<file path="src/rtl/packetmem_sched_pkg.sv">
// Shared types and default widths for the packet-memory buffer scheduler.
//   agent_state_t : per-agent ownership state (IDLE / OWN)
//   DEF_SEL_WIDTH : default buffer-index width
//   DEF_LEN_WIDTH : default packet byte-length width (0..4096)
//   N_BUFS_MAX    : largest supported buffer count
package packetmem_sched_pkg;

  typedef enum logic {
    IDLE = 1'b0,
    OWN  = 1'b1
  } agent_state_t;

  localparam int unsigned DEF_SEL_WIDTH = 2;
  localparam int unsigned DEF_LEN_WIDTH = 13;
  localparam int unsigned N_BUFS_MAX    = 4;

endpackage

</file>
<file path="src/rtl/sched_idx_fifo.sv">
// Small FIFO of buffer indices, used for the CPU and forwarder queues.
// Ports:
//   clk_i, rst_ni : clock, asynchronous active-low reset
//   push_i        : write push_data_i at the tail (ignored when full)
//   pop_i         : drop the head entry (ignored when empty)
//   empty_o       : queue holds no entries
//   head_o        : oldest entry; a push into an empty queue shows up next cycle
module sched_idx_fifo #(
  parameter int unsigned Depth = 4,
  parameter int unsigned Width = 2
) (
  input  logic             clk_i,
  input  logic             rst_ni,
  input  logic             push_i,
  input  logic [Width-1:0] push_data_i,
  input  logic             pop_i,
  output logic             empty_o,
  output logic [Width-1:0] head_o
);

  localparam int unsigned PtrW = (Depth > 1) ? $clog2(Depth) : 1;
  localparam int unsigned CntW = $clog2(Depth + 1);

  logic [Width-1:0] mem_q [Depth];
  logic [PtrW-1:0]  rd_ptr_q, rd_ptr_d, wr_ptr_q, wr_ptr_d;
  logic [CntW-1:0]  cnt_q, cnt_d;
  logic             do_push, do_pop;

  // Depth need not be a power of two, so wrap explicitly.
  function automatic logic [PtrW-1:0] ptr_inc(input logic [PtrW-1:0] p);
    return (p == PtrW'(Depth - 1)) ? '0 : p + PtrW'(1);
  endfunction

  always_comb begin
    do_push  = push_i && (cnt_q != CntW'(Depth));
    do_pop   = pop_i && (cnt_q != '0);
    rd_ptr_d = do_pop ? ptr_inc(rd_ptr_q) : rd_ptr_q;
    wr_ptr_d = do_push ? ptr_inc(wr_ptr_q) : wr_ptr_q;
    cnt_d    = cnt_q;
    if (do_push && !do_pop) begin
      cnt_d = cnt_q + CntW'(1);
    end else if (!do_push && do_pop) begin
      cnt_d = cnt_q - CntW'(1);
    end
  end

  always_ff @(posedge clk_i or negedge rst_ni) begin
    if (!rst_ni) begin
      rd_ptr_q <= '0;
      wr_ptr_q <= '0;
      cnt_q    <= '0;
      for (int i = 0; i < int'(Depth); i++) begin
        mem_q[i] <= '0;
      end
    end else begin
      rd_ptr_q <= rd_ptr_d;
      wr_ptr_q <= wr_ptr_d;
      cnt_q    <= cnt_d;
      if (do_push) begin
        mem_q[wr_ptr_q] <= push_data_i;
      end
    end
  end

  assign empty_o = (cnt_q == '0);
  assign head_o  = mem_q[rd_ptr_q];

endmodule

</file>
<file path="src/rtl/packetmem_sched.sv">
// Buffer-ownership scheduler: hands packet buffers snooper -> CPU -> forwarder -> free pool.
// A CPU reject returns the buffer straight to the free pool.
// Ports:
//   clk, rst (async, active-low)
//   snooper_done/snooper_len       : snooper finished its buffer, with its byte length
//   ready_for_snooper/snooper_sel  : snooper grant
//   cpu_acc/cpu_rej                : CPU verdict pulses
//   ready_for_cpu/cpu_sel/cpu_len  : CPU grant and stored length
//   forwarder_done                 : forwarder finished
//   ready_for_forwarder/fwd_sel/fwd_len : forwarder grant and stored length
//   proto_err                      : sticky protocol-violation flag
// Optional macro PACKETMEM_SCHED_STATS_EN adds saturating 32-bit counters
//   stat_rx, stat_acc, stat_rej of legal handshakes.
module packetmem_sched
  import packetmem_sched_pkg::*;
#(
  parameter int unsigned N_BUFS    = 3,
  parameter int unsigned SEL_WIDTH = DEF_SEL_WIDTH,
  parameter int unsigned LEN_WIDTH = DEF_LEN_WIDTH
) (
  input  logic                 clk,
  input  logic                 rst,
  input  logic                 snooper_done,
  input  logic [LEN_WIDTH-1:0] snooper_len,
  output logic                 ready_for_snooper,
  output logic [SEL_WIDTH-1:0] snooper_sel,
  input  logic                 cpu_acc,
  input  logic                 cpu_rej,
  output logic                 ready_for_cpu,
  output logic [SEL_WIDTH-1:0] cpu_sel,
  output logic [LEN_WIDTH-1:0] cpu_len,
  input  logic                 forwarder_done,
  output logic                 ready_for_forwarder,
  output logic [SEL_WIDTH-1:0] fwd_sel,
  output logic [LEN_WIDTH-1:0] fwd_len,
  output logic                 proto_err
`ifdef PACKETMEM_SCHED_STATS_EN
  ,
  output logic [31:0]          stat_rx,
  output logic [31:0]          stat_acc,
  output logic [31:0]          stat_rej
`endif
);

  agent_state_t snp_st_q, snp_st_d, cpu_st_q, cpu_st_d, fwd_st_q, fwd_st_d;
  logic [SEL_WIDTH-1:0] snooper_sel_q, snooper_sel_d, cpu_sel_q, cpu_sel_d, fwd_sel_q, fwd_sel_d;
  logic [LEN_WIDTH-1:0] cpu_len_q, cpu_len_d, fwd_len_q, fwd_len_d;
  logic [LEN_WIDTH-1:0] len_q [N_BUFS];
  logic [LEN_WIDTH-1:0] len_d [N_BUFS];
  logic [N_BUFS-1:0]    free_q, free_d, free_set, free_clr, low_oh;
  logic [SEL_WIDTH-1:0] low_idx, cpu_head, fwd_head;
  logic [LEN_WIDTH-1:0] cpu_head_len, fwd_head_len;
  logic                 proto_err_q, proto_err_d, viol;
  logic                 cpu_push, cpu_pop, cpu_empty, fwd_push, fwd_pop, fwd_empty;

  function automatic logic [N_BUFS-1:0] idx2oh(input logic [SEL_WIDTH-1:0] idx);
    logic [N_BUFS-1:0] oh;
    oh = '0;
    for (int i = 0; i < int'(N_BUFS); i++) begin
      if (idx == SEL_WIDTH'(i)) oh[i] = 1'b1;
    end
    return oh;
  endfunction

  sched_idx_fifo #(.Depth(N_BUFS), .Width(SEL_WIDTH)) u_cpu_q (
    .clk_i(clk), .rst_ni(rst), .push_i(cpu_push), .push_data_i(snooper_sel_q),
    .pop_i(cpu_pop), .empty_o(cpu_empty), .head_o(cpu_head)
  );

  sched_idx_fifo #(.Depth(N_BUFS), .Width(SEL_WIDTH)) u_fwd_q (
    .clk_i(clk), .rst_ni(rst), .push_i(fwd_push), .push_data_i(cpu_sel_q),
    .pop_i(fwd_pop), .empty_o(fwd_empty), .head_o(fwd_head)
  );

  // Lowest free buffer, both as index and as one-hot.
  always_comb begin
    logic found;
    found   = 1'b0;
    low_idx = '0;
    for (int i = 0; i < int'(N_BUFS); i++) begin
      if (free_q[i] && !found) begin
        low_idx = SEL_WIDTH'(i);
        found   = 1'b1;
      end
    end
    low_oh = free_q & (~free_q + N_BUFS'(1));
  end

  always_comb begin
    cpu_head_len = '0;
    fwd_head_len = '0;
    for (int i = 0; i < int'(N_BUFS); i++) begin
      if (cpu_head == SEL_WIDTH'(i)) cpu_head_len = len_q[i];
      if (fwd_head == SEL_WIDTH'(i)) fwd_head_len = len_q[i];
    end
  end

  always_comb begin
    snp_st_d      = snp_st_q;
    cpu_st_d      = cpu_st_q;
    fwd_st_d      = fwd_st_q;
    snooper_sel_d = snooper_sel_q;
    cpu_sel_d     = cpu_sel_q;
    cpu_len_d     = cpu_len_q;
    fwd_sel_d     = fwd_sel_q;
    fwd_len_d     = fwd_len_q;
    len_d         = len_q;
    free_set      = '0;
    free_clr      = '0;
    cpu_push      = 1'b0;
    cpu_pop       = 1'b0;
    fwd_push      = 1'b0;
    fwd_pop       = 1'b0;
    viol          = 1'b0;

    if (snp_st_q == OWN) begin
      if (snooper_done) begin
        for (int i = 0; i < int'(N_BUFS); i++) begin
          if (snooper_sel_q == SEL_WIDTH'(i)) len_d[i] = snooper_len;
        end
        cpu_push = 1'b1;
        snp_st_d = IDLE;
      end
    end else begin
      viol = viol | snooper_done;
      if (|free_q) begin
        snp_st_d      = OWN;
        snooper_sel_d = low_idx;
        free_clr      = low_oh;
      end
    end

    if (cpu_st_q == OWN) begin
      // Simultaneous acc/rej is a violation; the reject takes effect.
      viol = viol | (cpu_acc & cpu_rej);
      if (cpu_rej) begin
        free_set = free_set | idx2oh(cpu_sel_q);
        cpu_st_d = IDLE;
      end else if (cpu_acc) begin
        fwd_push = 1'b1;
        cpu_st_d = IDLE;
      end
    end else begin
      viol = viol | cpu_acc | cpu_rej;
      if (!cpu_empty) begin
        cpu_pop   = 1'b1;
        cpu_st_d  = OWN;
        cpu_sel_d = cpu_head;
        cpu_len_d = cpu_head_len;
      end
    end

    if (fwd_st_q == OWN) begin
      if (forwarder_done) begin
        free_set = free_set | idx2oh(fwd_sel_q);
        fwd_st_d = IDLE;
      end
    end else begin
      viol = viol | forwarder_done;
      if (!fwd_empty) begin
        fwd_pop   = 1'b1;
        fwd_st_d  = OWN;
        fwd_sel_d = fwd_head;
        fwd_len_d = fwd_head_len;
      end
    end

    // Granted (cleared) bits were free; released (set) bits were held, so they never overlap.
    free_d      = (free_q & ~free_clr) | free_set;
    proto_err_d = proto_err_q | viol;
  end

  always_ff @(posedge clk or negedge rst) begin
    if (!rst) begin
      snp_st_q      <= IDLE;
      cpu_st_q      <= IDLE;
      fwd_st_q      <= IDLE;
      snooper_sel_q <= '0;
      cpu_sel_q     <= '0;
      cpu_len_q     <= '0;
      fwd_sel_q     <= '0;
      fwd_len_q     <= '0;
      free_q        <= '1;
      proto_err_q   <= 1'b0;
      for (int i = 0; i < int'(N_BUFS); i++) begin
        len_q[i] <= '0;
      end
    end else begin
      snp_st_q      <= snp_st_d;
      cpu_st_q      <= cpu_st_d;
      fwd_st_q      <= fwd_st_d;
      snooper_sel_q <= snooper_sel_d;
      cpu_sel_q     <= cpu_sel_d;
      cpu_len_q     <= cpu_len_d;
      fwd_sel_q     <= fwd_sel_d;
      fwd_len_q     <= fwd_len_d;
      free_q        <= free_d;
      proto_err_q   <= proto_err_d;
      len_q         <= len_d;
    end
  end

  assign ready_for_snooper   = (snp_st_q == OWN);
  assign ready_for_cpu       = (cpu_st_q == OWN);
  assign ready_for_forwarder = (fwd_st_q == OWN);
  assign snooper_sel         = snooper_sel_q;
  assign cpu_sel             = cpu_sel_q;
  assign cpu_len             = cpu_len_q;
  assign fwd_sel             = fwd_sel_q;
  assign fwd_len             = fwd_len_q;
  assign proto_err           = proto_err_q;

`ifdef PACKETMEM_SCHED_STATS_EN
  logic [31:0] stat_rx_q, stat_acc_q, stat_rej_q;
  logic        rx_hs, acc_hs, rej_hs;

  assign rx_hs  = (snp_st_q == OWN) && snooper_done;
  assign acc_hs = (cpu_st_q == OWN) && cpu_acc && !cpu_rej;
  assign rej_hs = (cpu_st_q == OWN) && cpu_rej && !cpu_acc;

  always_ff @(posedge clk or negedge rst) begin
    if (!rst) begin
      stat_rx_q  <= '0;
      stat_acc_q <= '0;
      stat_rej_q <= '0;
    end else begin
      if (rx_hs && (stat_rx_q != '1)) stat_rx_q <= stat_rx_q + 32'd1;
      if (acc_hs && (stat_acc_q != '1)) stat_acc_q <= stat_acc_q + 32'd1;
      if (rej_hs && (stat_rej_q != '1)) stat_rej_q <= stat_rej_q + 32'd1;
    end
  end

  assign stat_rx  = stat_rx_q;
  assign stat_acc = stat_acc_q;
  assign stat_rej = stat_rej_q;
`endif

endmodule

</file>
<file path="config.mk">
export PLATFORM = sky130hd
export DESIGN_NAME = packetmem_sched
export DESIGN_NICKNAME = d
export VERILOG_FILES = /design/src/rtl/packetmem_sched_pkg.sv /design/src/rtl/sched_idx_fifo.sv /design/src/rtl/packetmem_sched.sv
export SDC_FILE = /design/constraint.sdc
export NUM_CORES = 1
export LEC_CHECK = 0
export ABC_CLOCK_PERIOD_IN_PS = 5400
export CAP_MARGIN = 10
export CELL_PAD_IN_SITES_DETAIL_PLACEMENT = 1
export CELL_PAD_IN_SITES_GLOBAL_PLACEMENT = 1
export CORE_MARGIN = 4
export CORE_UTILIZATION = 49
export DETAILED_ROUTE_END_ITERATION = 8
export PLACE_DENSITY_LB_ADDON = 0.1
export SETUP_SLACK_MARGIN = 0.1
export SLEW_MARGIN = 30
export SYNTH_ARGS = -nofsm -noshare
export SYNTH_HDL_FRONTEND = slang
export SYNTH_SLANG_ARGS = --single-unit
</file>
<file path="constraint.sdc">
create_clock -name clk -period 5.4 [get_ports clk]
set_input_delay 0.54 -clock clk [delete_from_list [all_inputs] [get_ports clk]]
set_output_delay 0.54 -clock clk [all_outputs]
set_load 0.02 [all_outputs]
</file>
Word level (Yosys, flattened, before mapping)

Index checks and enable logic that the tools add are counted.

Register bits after elaboration: 102
Bits of input ports: 19
Output and inout bits: 36
Word-level logic and storage cells: 181

Add/subtract/negate cells: 9
Magnitude comparators: 6
Equality and inequality tests: 16
Multiplexer cells: 68
Bitwise operators: 21
Reductions and logical operators: 36

Operators with widths:

| operator                                                                     | count |
|---|---|
| 13-bit two-way mux                                                           | 6 |
| 1-bit two-way mux                                                            | 35 |
| 2-bit two-way mux                                                            | 15 |
| 2-bit equality test, second input constant                                   | 9 |
| 3-bit two-way mux                                                            | 6 |
| 2-bit logical NOT                                                            | 7 |
| 2-bit by 1-bit adder with 2-bit output, second input constant                | 6 |
| 6-bit bitwise mux                                                            | 2 |
| 3-bit >= comparator, second input constant                                   | 4 |
| 1-bit logical AND                                                            | 12 |
| 2-bit inverter with 3-bit output                                             | 4 |
| 2-bit by 1-bit equality test with 1-bit output, second input constant        | 5 |
| 3-bit AND reduction                                                          | 3 |
| 2-bit binary-select mux with 2-bit select                                    | 2 |
| 2-bit demux with 2-bit select                                                | 2 |
| 2-bit nonzero test                                                           | 4 |
| 3-bit AND                                                                    | 2 |
| 1-bit logical NOT                                                            | 6 |
| 3-bit by 1-bit less-than comparator with 1-bit output, second input constant | 2 |
| 3-bit inverter                                                               | 2 |
| 3-bit OR                                                                     | 2 |
| 2-bit AND reduction                                                          | 3 |
| 1-bit inverter                                                               | 5 |
| 1-bit OR                                                                     | 5 |
| 5 further kinds                                                              | 7 |

Logic depth before layout (Yosys ltp)

Word-level depth: 8
Mapped depth: 9
Gate-level depth less buffers: 7

Cells and area by module

A second synthesis with hierarchy kept.

Cells, all modules: 398
Area total of the unflattened synthesis: 4,642.0 µm²

Modules (own cells, without submodules):

| module          | instances | cells an instance | area each (µm²) | seq. area each (µm²) |
|---|---|---|---|---|
| packetmem_sched | 1         | 310               | 3,543.4         | 1,955.6 |
| sched_idx_fifo  | 2         | 44                | 549.3           | 300.3 |

Worst setup path before layout

Ideal clock, no wire load.

Kind: register to register
Start: reg cpu_st_q, in the netlist ready_for_cpu
End: reg u_cpu_q.cnt_q[1]
Setup time: 0.079 ns
Arrival: 1.800 ns
Required time: 5.321 ns
Path slack: 3.521 ns
Cell stages (with the launch flop): 9
Buffers on the path: 2
Period minus slack after synthesis: 1.879 ns
Cells stage by stage: dfrtp_1 -> nor2_1 -> clkinv_1 -> clkbuf_1 -> clkbuf_1 -> ha_1 -> xor2_1 -> nor2_1 -> xor2_1

Cells in the longest elaborated chain, start to end: 5
Elaborated cells between the ends (all ways): 7
Those cells by class: mux: 2; reduce/logical: 5

RTL lines:

| element                                                        | line                   | RTL |
|---|---|---|
| start, declared                                                | packetmem_sched.sv:45  | `agent_state_t snp_st_q, snp_st_d, cpu_st_q, cpu_st_d, fwd_st_q, fwd_st_d;` |
| start signal, assigned                                         | packetmem_sched.sv:190 | `cpu_st_q <= cpu_st_d;` |
| 1-bit two-way mux *                                            | packetmem_sched.sv:133 | `if (cpu_st_q == OWN) begin` |
| 1-bit logical AND *                                            | sched_idx_fifo.sv:36   | `do_pop = pop_i && (cnt_q != '0);` |
| 1-bit logical NOT                                              | sched_idx_fifo.sv:40   | `if (do_push && !do_pop) begin` |
| 1-bit logical AND                                              | sched_idx_fifo.sv:40   |  |
| 2-bit two-way mux / 2-bit nonzero test (equally long branches) | --                     |  |
| end signal, assigned                                           | sched_idx_fifo.sv:58   | `cnt_q <= cnt_d;` |
| end, declared                                                  | sched_idx_fifo.sv:26   | `logic [CntW-1:0] cnt_q, cnt_d;` |

Mark *: on every way between the ends. The rest lies on a longest branch, timed or not.
A chain may end at the register's enable or synchronous reset.

Final worst setup path

Start: reg u_cpu_q.cnt_q[0]
End: reg cpu_len_q[12], in the netlist cpu_len[12]

Cells in the longest elaborated chain, start to end: 3

RTL lines:

| element                       | line                   | RTL |
|---|---|---|
| 2-bit logical NOT             | sched_idx_fifo.sv:65   | `assign empty_o = (cnt_q == '0);` |
| 1-bit inverter (no line)      | --                     |  |
| 2-bit AND reduction (no line) | --                     |  |
| end signal, assigned          | packetmem_sched.sv:194 | `cpu_len_q <= cpu_len_d;` |
| end, declared                 | packetmem_sched.sv:47  | `logic [LEN_WIDTH-1:0] cpu_len_q, cpu_len_d, fwd_len_q, fwd_len_d;` |

No other way between the ends.

==> results.py <==
metrics = {
    "sta": {
        "clock.fmax_ghz": 0.400,
        "relSlewSlack_pct": 38.7,
        "worst_pin_slew_ns": 0.915,
        "fin_crit_ns": 2.50,
        "setup_violations": 0,
        "fin_skew_ns": 0.0141,
        "rsz0062_at_grt": "false",
        "timing.setup.tns_ns": 0,
        "post-route-period-util_pct": 46.3,
        "hold_ws_ns": 0.102,
        "hold_viol": 0,
        "report.final.slew_viol_count": 0,
        "postLayoutSetupSlackWorst_ns": 2.90,
    },
    "synth": {
        "synth_area_leaders": "dfrtp_1 54%, mux2_2 11%, mux2i_1 6.5%",
        "synth_edf_count": 0,
        "ys.flop_type": "dfrtp_1",
        "async_flop_share_pct": 100,
        "synth_top_area_cell": "dfrtp_1",
        "synthCells": 364,
        "avgSynthCellArea_um2": 12.7,
        "yosys.cell_types.count": 38,
        "synth_nets": 385,
        "ys_warn_count": 0,
        "ys_seq_area_share_pct": 55.4,
        "synth-seq-cells": 102,
        "netlist_area_um2": 4610,
        "synth_top_cell_area_share_pct": 53.7,
    },
    "clock_tree": {
        "cts_buffer_depth": 2,
        "cts_tree": "done",
        "clock_sinks": 102,
        "clk_pin_slew_worst_paths_ns": 0.10,
        "clk_latency_ns": 0.35,
        "cts.htree.levels": 3,
        "cts_hold_buf": 0,
        "post_cts_buffers": 0,
        "root_buffer": "clkbuf_8",
        "cts_resized": 0,
        "numCtsBuffers": 9,
    },
    "floorplanning": {
        "ios": 55,
        "core_um2": 9200,
        "start_util_pct": 50.2,
        "dieArea_um2": 11000,
        "row_count": 35,
        "die_w_um": 105,
        "die_h_um": 105,
    },
    "final_layout": {
        "area.sequential_um2": 2560,
        "drive_above_1_share_pct": 22.5,
        "area_delta_synth_final_pct": 17.6,
        "num_antenna_cells": 0,
        "fillers": 940,
        "multi_input_area_um2": 1900,
        "fin_nets": 438,
    },
    "worst_setup_path": {
        "cp.required_ns": 5.64,
        "cpMostUsedCell": "nor2_1",
        "slowest_delay_ns": 0.76,
        "startpoint_type": "flop",
        "worst-path-max-fanout": 20,
        "crit_path_end_kind": "flop",
        "path_buf_inv": 1,
        "path_cells": "nor2_1, nor2_1, clkinv_1, or3_4, o221ai_1",
        "arrival_ns": 2.74,
        "critPathKind": "reg2reg",
        "path_delay_family": "simple AND/OR/NAND/NOR gates",
        "worst_path_max_delay_cell": "or3_4",
    },
    "route": {
        "num_vias": 3050,
        "antenna_left": 0,
        "routed_wl_um": 10600,
        "wire_per_inst_um": 19.9,
        "drt_first_iter_violations": 119,
        "vias_per_cell": 5.72,
        "drc": 0,
        "first_pass_iters": 4,
    },
    "global_routing": {
        "gr-total-overflow": 0,
        "grt_first_pass_wirelength_um": 18000,
        "grt_max_degree": 73,
        "antenna_found_initial": 0,
        "track_usage_pct": 20.6,
        "grt_pass1_vias": 3357,
    },
    "power_and_ir_drop": {
        "power.switching_uw": 1440,
        "ir_drop_mv": 0.297,
        "p_comb_share_pct": 46.0,
        "p_per_area_nw_per_um2": 660,
        "swShare_pct": 40.2,
        "clkPwrFrac_pct": 13.6,
        "finalPower_uw": 3580,
        "leakage_uw": 0.00232,
        "internal-power_uw": 2140,
        "seq_power_share_pct": 40.4,
    },
    "run": {
        "drv_cap": 0,
    },
    "place": {
        "numPortBuffers": 54,
        "dp_hpwl_um": 7230,
        "place_ws_ns": 2.87,
        "place_congestion": 0.710,
    },
    "worst_hold_path": {
        "min_path_type": "in2async",
    },
    "outcome": {
        "status": "completed",
    },
}
## final cells by class
| type | instances | share of cell area [%] |
|---|---|---|
| Inverter | 20 | 1.38 |
| Tap cell | 111 | 2.56 |
| Clock buffer | 12 | 2.67 |
| Clock inverter | 4 | 1.01 |
| Sequential cell | 102 | 47.1 |
| Timing Repair Buffer | 56 | 10.3 |
| Multi-Input combinational cell | 228 | 35.0 |
## worst reg2reg max path, delay by kind of cell, from the launching register on
kind / cells / cell delay [ns]
flip-flops: 1 / 0.44
AND/OR/NAND/NOR: 3 / 1.06
AO/OA/AOI/OAI: 1 / 0.24
buffers and inverters: 1 / 0.66
## flip-flops by register name, indices dropped and copies added, names as in the netlist, 2 cells and up
| signal | count |
|---|---|
| len_q | 39 |
| u_fwd_q.mem_q | 6 |
| u_cpu_q.rd_ptr_q | 2 |
| snooper_sel | 2 |
| u_cpu_q.wr_ptr_q | 2 |
| cpu_len | 13 |
| u_cpu_q.cnt_q | 2 |
| u_cpu_q.mem_q | 6 |
| u_fwd_q.cnt_q | 2 |
| fwd_sel | 2 |
| cpu_sel | 2 |
| free_q | 3 |
| u_fwd_q.wr_ptr_q | 2 |
| fwd_len | 13 |
| u_fwd_q.rd_ptr_q | 2 |
## through the flow
| stage | cell area [um^2] | utilization [%] | instances |
|---|---|---|---|
| 3_3_place_gp | 5210 | 56.7 | 517 |
| 5_1_grt | 5430 | 59.0 | 533 |
| 4_1_cts | 5420 | 59.0 | 533 |
| 2_1_floorplan | 4610 | - | 364 |
| 6_report | 5430 | 59.0 | 533 |
| 3_5_place_dp | 5220 | 56.8 | 517 |
## synthesized netlist by cell type, types with 2 or more instances
library cell and number:
xnor2_1 2, a21o_1 3, o221ai_1 6, dfrtp_1 99, buf_6 4, inv_1 17, o22ai_2 2, or3_4 2
mux2_1 7, o221ai_2 20, mux2i_1 30, nand4b_1 2, nor3_1 3, mux2_2 46, dfstp_2 3, nand3b_1 6
inv_2 2, a21boi_0 2, nand2_1 58, buf_2 5, nor2_1 13, clkbuf_1 2, o21a_1 4, ha_1 2
xor2_1 4, a21oi_1 3, buf_4 2, o21ai_0 4, nand3_1 2
## routing by layer
metal  vias to the layer above  part of all wire (%)  GRT usage [%]
met1                      1588                    44           27.6
li1                       1397                     -              -
met5                         -                     0              0
met3                        12                   3.0           2.90
met2                        53                    51           35.2
met4                         0                   1.4           5.62
## final timing paths
path                                              start                              end  slack, ns  depth (start not counted)
max                        u_cpu_q.cnt_q[0]$_DFFE_PN0P_          cpu_len[12]$_DFFE_PN0P_       2.90                          5
min                                                 rst  u_fwd_q.wr_ptr_q[0]$_DFFE_PN0P_       0.10                          1
max reg2reg                u_cpu_q.cnt_q[0]$_DFFE_PN0P_          cpu_len[12]$_DFFE_PN0P_       2.90                          5
min reg2reg                         proto_err$_DFF_PN0_              proto_err$_DFF_PN0_       0.49                          2
max in group asynchronous                           rst           fwd_len[4]$_DFFE_PN0P_       4.32                          2
min in group clk                    proto_err$_DFF_PN0_              proto_err$_DFF_PN0_       0.49                          2
## placed cells by master (no fill, tap or decap), types with 6 or more instances in the layout
master / netlist / final
dfrtp_1: 99 / 99
nand2_1: 58 / 58
clkdlybuf4s50_1: 0 / 53
mux2_2: 46 / 46
mux2i_1: 30 / 30
o221ai_2: 20 / 20
inv_1: 17 / 17
nor2_1: 13 / 13
clkbuf_8: 0 / 10
mux2_1: 7 / 7
nand3b_1: 6 / 6
o221ai_1: 6 / 6
## cells by family (layout without fill, tap and decap cells)
family	count (synthesis)	after routing	share of synthesized area [%]
buf+inv	34	92	3.71
xor+xnor	6	6	1.14
compound gates	48	48	11.1
flops	102	102	55.4
simple gates	89	89	8.65
mux	83	83	19.4
fa+ha+maj	2	2	0.542
## power by group through the flow
| stage | registers [uW] | clock network (uW) | logic [uW] |
|---|---|---|---|
| floorplan | 1520 | 0 | 1030 |
| global placement | 1430 | 0 | 1610 |
| detailed placement | 1460 | 0 | 1670 |
| CTS | 1450 | 503 | 1680 |
| global route | 1510 | 535 | 1810 |
| finish | 1450 | 487 | 1650 |
Note: power is estimated with default switching activity, not from simulation.
